`config.mk`:
```
export PLATFORM = sky130hd
export DESIGN_NAME = par2ser
export DESIGN_NICKNAME = d
export VERILOG_FILES = /design/src/rtl/par2ser_pkg.sv /design/src/rtl/par2ser_baudgen.sv /design/src/rtl/par2ser.sv
export SDC_FILE = /design/constraint.sdc
export NUM_CORES = 1
export LEC_CHECK = 0
export BUFFER_PORTS_ARGS = -buffer_cell sky130_fd_sc_hd__buf_2
export CAP_MARGIN = 20
export CORE_MARGIN = 1.5
export CORE_UTILIZATION = 50
export CTS_CLUSTER_SIZE = 25
export DETAILED_ROUTE_END_ITERATION = 16
export PLACE_DENSITY = 0.77
export SYNTH_ARGS = -nofsm -noshare
export SYNTH_HDL_FRONTEND = slang
export SYNTH_SLANG_ARGS = --single-unit
```
`constraint.sdc`:
```
create_clock -name Clk -period 4.2 [get_ports Clk]
set_clock_uncertainty 0.05 [all_clocks]
set_input_delay 0.42 -clock Clk [delete_from_list [all_inputs] [get_ports Clk]]
set_output_delay 0.42 -clock Clk [all_outputs]
set_load 0.005 [all_outputs]
```
`src/rtl/par2ser_pkg.sv`:
```
// Shared types and helpers for the par2ser serial transmitter.
// Contents: FSM state enum, counter width helper.
package par2ser_pkg;

  typedef enum logic {
    IDLE  = 1'b0,
    SHIFT = 1'b1
  } state_e;

  // Width of a counter spanning 0..n-1; never below one bit so n=1 still works.
  function automatic int unsigned cnt_w(input int unsigned n);
    return (n <= 32'd2) ? 32'd1 : 32'($clog2(n));
  endfunction

endpackage

```
`src/rtl/par2ser_baudgen.sv`:
```
// Bit-period divider for par2ser: one-cycle Tick every ClkDiv enabled cycles.
// Ports:
//   Clk, RstB  - clock, async active-low reset
//   Clear      - restart the period (counter to 0)
//   Enable     - count this cycle
//   Tick       - last cycle of the current bit period (decoded from the counter)
module par2ser_baudgen
  import par2ser_pkg::*;
#(
  parameter int unsigned ClkDiv = 1
) (
  input  logic Clk,
  input  logic RstB,
  input  logic Clear,
  input  logic Enable,
  output logic Tick
);

  localparam int unsigned CntW = cnt_w(ClkDiv);
  localparam logic [CntW-1:0] CntMax = CntW'(ClkDiv - 32'd1);

  logic [CntW-1:0] cnt_q, cnt_d;

  assign Tick = Enable && (cnt_q == CntMax);

  // Divider next state: clear wins, otherwise count and wrap on the tick.
  always_comb begin
    cnt_d = cnt_q;
    if (Clear) begin
      cnt_d = '0;
    end else if (Enable) begin
      cnt_d = Tick ? '0 : cnt_q + CntW'(1);
    end
  end

  always_ff @(posedge Clk or negedge RstB) begin
    if (!RstB) cnt_q <= '0;
    else       cnt_q <= cnt_d;
  end

endmodule

```
`src/rtl/par2ser.sv`:
```
// Parallel-to-serial transmitter: accepts a bitlen-bit word on a valid/ready
// handshake and shifts it out LSB first, one bit per ClkDiv cycles.
// Ports:
//   Clk, RstB      - clock, async active-low reset
//   ParDataIn      - word to send, captured on handshake
//   ParDataValid   - ParDataIn valid
//   ParDataReady   - combinational: a word can be accepted this cycle
//   SerDataOut     - serial data (shift register bit 0)
//   SerDataEn      - bit strobe, high on the last cycle of each bit period
//   Busy           - frame in progress
// Optional: define PAR2SER_HOLDBUF_EN for a one-entry holding register that
// accepts the next word during a frame and chains frames with no idle gap.
module par2ser
  import par2ser_pkg::*;
#(
  parameter int unsigned bitlen = 8,
  parameter int unsigned ClkDiv = 1
) (
  input  logic              Clk,
  input  logic              RstB,
  input  logic [bitlen-1:0] ParDataIn,
  input  logic              ParDataValid,
  output logic              ParDataReady,
  output logic              SerDataOut,
  output logic              SerDataEn,
  output logic              Busy
);

  localparam int unsigned BitW = cnt_w(bitlen);
  localparam logic [BitW-1:0] BitMax = BitW'(bitlen - 32'd1);

  state_e            state_q, state_d;
  logic [bitlen-1:0] shreg_q, shreg_d;
  logic [BitW-1:0]   bitcnt_q, bitcnt_d;
  logic              tick;
  logic              hs;
  logic              load;
  logic              frame_end;

`ifdef PAR2SER_HOLDBUF_EN
  logic [bitlen-1:0] hbuf_q, hbuf_d;
  logic              hfull_q, hfull_d;

  assign ParDataReady = !hfull_q;
`else
  assign ParDataReady = (state_q == IDLE);
`endif

  assign hs        = ParDataValid && ParDataReady;
  assign frame_end = tick && (bitcnt_q == BitMax);

  par2ser_baudgen #(
    .ClkDiv (ClkDiv)
  ) u_baudgen (
    .Clk    (Clk),
    .RstB   (RstB),
    .Clear  (load),
    .Enable (state_q == SHIFT),
    .Tick   (tick)
  );

  // Next-state: frame start, bit shifting and frame end (with optional chaining).
  always_comb begin
    state_d  = state_q;
    shreg_d  = shreg_q;
    bitcnt_d = bitcnt_q;
    load     = 1'b0;
`ifdef PAR2SER_HOLDBUF_EN
    hbuf_d   = hbuf_q;
    hfull_d  = hfull_q;
`endif
    case (state_q)
      IDLE: begin
        if (hs) begin
          state_d  = SHIFT;
          shreg_d  = ParDataIn;
          bitcnt_d = '0;
          load     = 1'b1;
        end
      end
      SHIFT: begin
        if (tick) begin
          shreg_d  = shreg_q >> 1;
          bitcnt_d = bitcnt_q + BitW'(1);
        end
        if (frame_end) begin
          state_d  = IDLE;
          bitcnt_d = '0;
`ifdef PAR2SER_HOLDBUF_EN
          // Pending word (buffered, or arriving right now) starts at this edge.
          if (hfull_q) begin
            state_d = SHIFT;
            shreg_d = hbuf_q;
            hfull_d = 1'b0;
            load    = 1'b1;
          end else if (hs) begin
            state_d = SHIFT;
            shreg_d = ParDataIn;
            load    = 1'b1;
          end
`endif
        end
`ifdef PAR2SER_HOLDBUF_EN
        else if (hs) begin
          hbuf_d  = ParDataIn;
          hfull_d = 1'b1;
        end
`endif
      end
      default: state_d = IDLE;
    endcase
  end

  always_ff @(posedge Clk or negedge RstB) begin
    if (!RstB) begin
      state_q  <= IDLE;
      shreg_q  <= '0;
      bitcnt_q <= '0;
    end else begin
      state_q  <= state_d;
      shreg_q  <= shreg_d;
      bitcnt_q <= bitcnt_d;
    end
  end

`ifdef PAR2SER_HOLDBUF_EN
  always_ff @(posedge Clk or negedge RstB) begin
    if (!RstB) begin
      hbuf_q  <= '0;
      hfull_q <= 1'b0;
    end else begin
      hbuf_q  <= hbuf_d;
      hfull_q <= hfull_d;
    end
  end
`endif

  // The shift register drains to zero, so bit 0 is 0 whenever idle.
  assign SerDataOut = shreg_q[0];
  assign SerDataEn  = tick;
  assign Busy       = (state_q == SHIFT);

endmodule

```
==> PnR_summary.wiki, run 1 <==
{| class="wikitable"
! Metric !! Value
|-
| Run status || finished clean
|-
| Vias per inst || 5.49
|-
| Kind of cell adding the most delay to the critical path || flip-flops
|-
| Antenna violations before repair || 0
|-
| Reg2Reg Setup Slack || approximately 2.7 ns
|-
| Fraction of synthesized cell area taken by the top area cell type || 45.1%
|-
| Number of I/O port buffers || 14
|-
| CP endpoint kind || output port
|-
| Share of flip-flops with an asynchronous set or reset after synthesis || 100%
|-
| Start point of the worst min-delay path || ParDataIn[7]
|-
| Clock network fraction of design power || between 10% and 20%
|-
| Number of buffers created by CTS || 3
|-
| Standard cell area after detailed placement || 776 um2
|-
| Endpoint of the worst hold path || shreg_q[7]
|-
| Max capacitance violation total || 0
|-
| Worst IR Drop VDD || 0.322 mV
|-
| Combinational fraction of design power || 34.3%
|-
| Die ar. || 1680 um2
|-
| Floorplan die height || around 40 um
|-
| Area fraction in compound gates after synthesis || 5.37%
|-
| Number of register bits inferred by synthesis || 13
|-
| Largest family of logic cells by synthesized area || multiplexers
|-
| Standard cell core area || 1320 um2
|-
| Element type at the critical path start || flip-flop
|-
| Measured slew at the worst slew-check pin || between 0.6 and 0.7 ns
|-
| Finished Core Util || between 60% and 70%
|-
| Fin. max-slew vios || 0
|-
| Worst hold stages || 3
|-
| Parity-gate share of the synthesized area counting xor and xnor cells || 0%
|-
| Most frequently used flop master after synthesis || sky130_fd_sc_hd__dfrtp_1
|-
| Post-DR wirelength/cell || 13.6 um
|-
| Gates resized, CTS repair || 0
|-
| Cell internal pwr || approximately 0.00031 W
|-
| Aggregate negative setup slack || 0 ns
|-
| Maximum number of pins on one net before global-route repair || 18
|-
| Overall routing resource usage || 17.8%
|-
| CTS tree || yes
|-
| Cell with the largest stage delay on the worst path || sky130_fd_sc_hd__dfrtp_1
|-
| Width of the die || 41 um
|-
| Library cell with the highest instance count after synthesis || sky130_fd_sc_hd__mux2i_1
|-
| Switching Power || 0.000170 W
|-
| Switching share of total power || between 30% and 40%
|-
| Mux cell area share after synthesis || approximately a third
|-
| Peak clock frequency supported by timing || 530 MHz
|-
| Simple logic cell fraction of the synthesized area || 8.84%
|-
| Place WS || about 2.6 ns
|-
| Clk root buf || sky130_fd_sc_hd__clkbuf_4
|-
| Launch instance of the worst register-to-register path || bitcnt_q[0]
|-
| Final Setup Violations || 0
|-
| Worst Path Buf+Inv || 1
|-
| Number of cells in the design after placement || 83
|-
| Reg power frac || slightly below 50%
|-
| Initial core utilization || roughly 55%
|-
| Number of fillers in the final layout || between 100 and 150
|-
| Total clock sinks || 13
|-
| Top post-synthesis cells by count || sky130_fd_sc_hd__mux2i_1 (23), sky130_fd_sc_hd__dfrtp_1 (13), sky130_fd_sc_hd__nand3_1 (3)
|-
| Clock slew at the register clock pins of the worst setup and hold paths || approximately 0.090 ns
|-
| Level count of the clock H-tree || 1
|-
| Area growth syn-to-layout || 12.5%
|-
| Pleak || about 0.42 nW
|-
| Distinct cell type count after synthesis || 20
|-
| Total power divided by cell area || 586 nW/um2
|-
| Remaining max-slew budget at the tightest pin || between 50 and 60%
|-
| Max incr delay on CP || about 0.77 ns
|-
| Worst Path Required || 3.73 ns
|-
| Total congestion overflow || 0
|-
| Row count || 13
|-
| Proportion of layout cells with a drive suffix above 1 || 24.7%
|-
| Number of warnings printed during yosys synthesis || 0
|-
| CP Cell Sequence || nor2b_1, buf_2
|-
| Share of synthesized area occupied by flip-flops and latches || 45.1%
|-
| Post-Synthesis Net Count || between 70 and 80
|-
| Capture instance of the worst register-to-register path || bitcnt_q[0]
|-
| Starting DRC count in detailed routing || 1
|-
| Via count of the first global-routing pass || around 400
|-
| Crit-path max FO || 17
|-
| Top cell type by total area after synthesis || sky130_fd_sc_hd__dfrtp_1
|-
| Worst path arrival time || 1.42 ns
|-
| Final WS setup || 2.31 ns
|-
| Path type of the worst setup path || flip-flop to output port
|-
| Netlist area before placement || about 720 um2
|-
| Post-CTS setup-driven buffer insertion count || 0
|-
| Pre-antenna DRT Iters || 4
|-
| Post-route fraction of the period consumed by the critical path || 44.9%
|-
| Final weighted congestion in routability-driven placement || 0.678
|-
| Synth top area cells || sky130_fd_sc_hd__dfrtp_1 (45%), sky130_fd_sc_hd__mux2i_1 (32%), sky130_fd_sc_hd__ha_1 (3.5%)
|-
| Register-to-Register Path Depth || 4
|-
| Number of synthesized flops with an enable pin || 0
|-
| Final worst path period need || 1.89 ns
|-
| Total wirelength of the detailed-routed design || 1200 um
|-
| Maximum buffer depth of the clock tree || 2
|-
| Summed area of non-filler cells in the final layout || 812 um2
|-
| Number of nets at the end of the flow || a little under 90
|-
| Antenna violation net count after detailed routing || 0
|-
| Gate count of the mapped netlist || 58
|-
| Min-Delay Path Class || primary input to flip-flop
|-
| Adder-cell share of the synthesized area || 3.47%
|-
| Antenna diode count || 0
|-
| Number of standard cells in the final layout excluding fillers || 88
|-
| Remaining routing DRC violations || 0
|-
| Latest clock arrival within the worst-skew pair || 0.28 ns
|-
| RSZ-0062 raised after global routing || no
|-
| Final hold violation count || 0
|-
| Average footprint of a synthesized cell || 12.4 um2
|-
| Sum of net half-perimeters after detailed placement || 811 um
|-
| Global-route wire length before repair || ~1800 um
|-
| DR vias || 483
|-
| IO Pins || 15
|}
[flip-flops by register name (all words and copies together) (netlist names)]
register / cells
bitcnt_q: 3
u_baudgen.cnt_q: 1
Busy: 1
shreg_q: 8
[how the worst max path moves through the flow]
| stage | end | start | depth (start not counted) |
|---|---|---|---|
| 2_1_floorplan | bitcnt_q[0] | bitcnt_q[0] | 4 |
| 3_3_place_gp | SerDataEn | Busy | 2 |
| 3_5_place_dp | SerDataEn | Busy | 2 |
| 4_1_cts | SerDataEn | Busy | 2 |
| 5_1_grt | SerDataEn | Busy | 2 |
| 6_report | SerDataEn | Busy | 2 |
[worst reg2reg max path, stage by stage, from the launching register on]
cell	delay (ns)
sky130_fd_sc_hd__dfrtp_1	0.42
sky130_fd_sc_hd__ha_1	0.21
sky130_fd_sc_hd__ha_1	0.21
sky130_fd_sc_hd__or3_1	0.39
sky130_fd_sc_hd__a22oi_2	0.12
[per-stage QoR]
step	power (W)	hold slack [ns]
global placement	0.000391	0.271
floorplan	0.000350	0.0744
CTS	0.000483	0.355
finish	0.000476	0.359
detailed placement	0.000399	0.273
global route	0.000519	0.354
[power by group through the flow]
| stage | Clock [W] | Combinational, W | Sequential, W |
|---|---|---|---|
| finish | 0.0000808 | 0.000163 | 0.000232 |
| global route | 0.0000912 | 0.000188 | 0.000240 |
| CTS | 0.0000834 | 0.000167 | 0.000232 |
| detailed placement | 0 | 0.000164 | 0.000235 |
| global placement | 0 | 0.000159 | 0.000232 |
| floorplan | 0 | 0.000143 | 0.000207 |
[layout by cell type (no fill, tap or decap), drive strengths merged, types with 2 or more instances in the layout]
master and instances:
buf 14, clkbuf 4, dfrtp 13, ha 2, mux2i 23, nand3 3
[cell type report]
| type | count | area [um2] | share of cell area (%) |
|---|---|---|---|
| Timing Repair Buffer | 15 | 80.1 | 9.86 |
| Tap cell | 15 | 18.8 | 2.31 |
| Clock buffer | 4 | 26.3 | 3.24 |
| Sequential cell | 13 | 325 | 40.1 |
| Multi-Input combinational cell | 40 | 358 | 44.1 |
| Inverter | 1 | 3.75 | 0.462 |
[cells by family (layout without fill, tap and decap cells)]
logic type      after synthesis  count (layout)
compound gates                5               5
fa+ha+maj                     2               2
buf+inv                       5              20
flops                        13              13
mux                          23              23
simple gates                 10              10
[routing by layer]
metal / vias to the layer above / track usage, % / share of wire [%]
met3: 2 / 9.78 / 5.6
met5: - / 0 / 0
met2: 12 / 20.7 / 42
met1: 225 / 27.4 / 52
met4: 0 / 5.00 / 0.84
li1: 244 / - / -
[what timing repair did]
action,CTS,global route
hold endpoints to repair,13,0
hold buffers,1,0
endpoints found under the setup margin,0,0
No activity file was read; power rests on OpenSTA's default activity.
==> run 2: changes to the inputs <==
- clock period: 4.2 -> 1.94 ns (I/O delays scaled with it)
==> PnR_summary.wiki, run 2 (synthesized netlist as in run 1, its figures left out) <==
{| class="wikitable"
! Metric !! Value
|-
| Total clock sinks || 13
|-
| Element type at the critical path start || flip-flop
|-
| Maximum buffer depth of the clock tree || 2
|-
| Pleak || 0.417 nW
|-
| Worst Path Required || 1.70 ns
|-
| Floorplan die height || 41 um
|-
| Proportion of layout cells with a drive suffix above 1 || between 20% and 30%
|-
| Most common library cell in the layout ignoring fill and taps || sky130_fd_sc_hd__mux2i_1
|-
| Starting DRC count in detailed routing || 7
|-
| Number of I/O port buffers || 14
|-
| Launch instance of the worst register-to-register path || bitcnt_q[0]
|-
| Gates resized, CTS repair || 0
|-
| Overall routing resource usage || between 10% and 20%
|-
| Post-route fraction of the period consumed by the critical path || a little under nine tenths
|-
| Worst path arrival time || 1.41 ns
|-
| Level count of the clock H-tree || 1
|-
| Sum of net half-perimeters after detailed placement || 831 um
|-
| Antenna diode count || 0
|-
| Final Setup Violations || 0
|-
| Worst IR Drop VDD || 0.632 mV
|-
| Register-to-Register Path Depth || 4
|-
| Standard cell core area || 1320 um2
|-
| Min-Delay Path Class || primary input to flip-flop
|-
| Number of nets at the end of the flow || 87
|-
| Row count || 13
|-
| Setup crit end || SerDataEn
|-
| Reg2Reg Setup Slack || 0.50 ns
|-
| Capture instance of the worst register-to-register path || bitcnt_q[0]
|-
| Remaining max-slew budget at the tightest pin || a little under three fifths
|-
| Remaining routing DRC violations || 0
|-
| Clk root buf || sky130_fd_sc_hd__clkbuf_4
|-
| Crit-path max FO || 17
|-
| Area growth syn-to-layout || 12.5%
|-
| Registers with the most flip-flops || shreg_q: 8 flops, bitcnt_q: 3 flops
|-
| Antenna violation net count after detailed routing || 0
|-
| Global-route wire length before repair || 1820 um
|-
| Largest reg by FF count || shreg_q
|-
| CP endpoint kind || output port
|-
| Max incr delay on CP || 0.76 ns
|-
| Peak clock frequency supported by timing || ~600 MHz
|-
| # hold bufs at CTS || 1
|-
| Number of flip-flops under the largest register name || 8
|-
| Maximum number of pins on one net before global-route repair || 18
|-
| Final worst path period need || 1.66 ns
|-
| Total wirelength of the detailed-routed design || 1190 um
|-
| Max capacitance violation total || 0
|-
| Final WS setup || approximately 0.28 ns
|-
| Post-DR wirelength/cell || 13.5 um
|-
| Most used cells in the layout excluding fill and tap cells || sky130_fd_sc_hd__mux2i_1 (23), sky130_fd_sc_hd__buf_2 (14), sky130_fd_sc_hd__dfrtp_1 (13), sky130_fd_sc_hd__nand3_1 (3), sky130_fd_sc_hd__clkbuf_4 (3)
|-
| Antenna violations before repair || 0
|-
| Initial core utilization || a little over half
|-
| Final hold violation count || 0
|-
| Measured slew at the worst slew-check pin || 0.643 ns
|-
| Pre-antenna DRT Iters || 3
|-
| Via count of the first global-routing pass || 420
|-
| Total congestion overflow || 0
|-
| Fin. max-slew vios || 0
|-
| Post-CTS setup-driven buffer insertion count || 0
|-
| Total power divided by cell area || 1260 nW/um2
|-
| Vias per inst || 5.44
|-
| IO Pins || 15
|-
| DR vias || 479
|-
| RSZ-0062 raised after global routing || no
|-
| Latest clock arrival within the worst-skew pair || 0.27 ns
|-
| Die ar. || 1680 um2
|-
| Path type of the worst setup path || flip-flop to output port
|-
| CTS tree || yes
|-
| Cell with the largest stage delay on the worst path || sky130_fd_sc_hd__dfrtp_1
|-
| Final weighted congestion in routability-driven placement || 0.689
|-
| Place WS || about 0.5 ns
|-
| Width of the die || 41 um
|-
| Clock slew at the register clock pins of the worst setup and hold paths || 0.08 ns
|-
| Aggregate negative setup slack || 0 ns
|-
| Run status || finished clean
|-
| Number of buffers created by CTS || 3
|-
| CP Cell Sequence || nor2b_1, buf_2
|-
| Finished Core Util || 61.6%
|-
| Crit path launch || Busy
|}
==> run 2: worst min-delay path by stage <==
stage / from / to / slack, ns / cells past startpoint
floorplan: RstB / Busy / -0.15 / 0
global placement: RstB / bitcnt_q[0] / 0.05 / 1
detailed placement: RstB / bitcnt_q[0] / 0.05 / 1
CTS: ParDataIn[0] / shreg_q[0] / 0.16 / 3
global route: ParDataIn[1] / shreg_q[1] / 0.16 / 3
finish: ParDataIn[6] / shreg_q[6] / 0.16 / 3
==> run 2: power breakdown <==
| part | total [W] | internal [W] | switching, W |
|---|---|---|---|
| clock | 0.000162 | 0.0000795 | 0.0000825 |
| sequential | 0.000505 | 0.000373 | 0.000132 |
| combinational | 0.000353 | 0.000210 | 0.000144 |
==> run 2: layout make-up <==
cell class / instances / area, um2
multi-input cells: 40 / 358
clock buffers: 4 / 26.3
inverters: 1 / 3.75
fillers: 121 / 505
well taps: 15 / 18.8
flip-flops and latches: 13 / 325
repair buffers: 15 / 80.1
==> run 2: layer usage <==
layer	wire length, um	global-route usage (%)	up-vias
met3	42	4.89	0
met2	580	26.6	9
met5	0	0	-
li1	-	-	238
met4	0	7.50	0
met1	569	22.5	232
==> run 2: through the flow <==
stage                     total power (W)  area [um2]  instances  hold WS [ns]
final                             0.00102         812         88         0.156
after global placement           0.000850         776         83        0.0484
after detailed placement         0.000866         776         83        0.0471
after floorplan                  0.000757         722         58        -0.152
after CTS                         0.00104         812         88         0.155
after global routing              0.00111         812         88         0.163
==> run 2: worst max-delay path: cells and delay by family, from the launching register on <==
kind                   cells  cell delay [ns]
buffers and inverters      1             0.14
flip-flops                 1             0.76
AND/OR/NAND/NOR            1             0.25
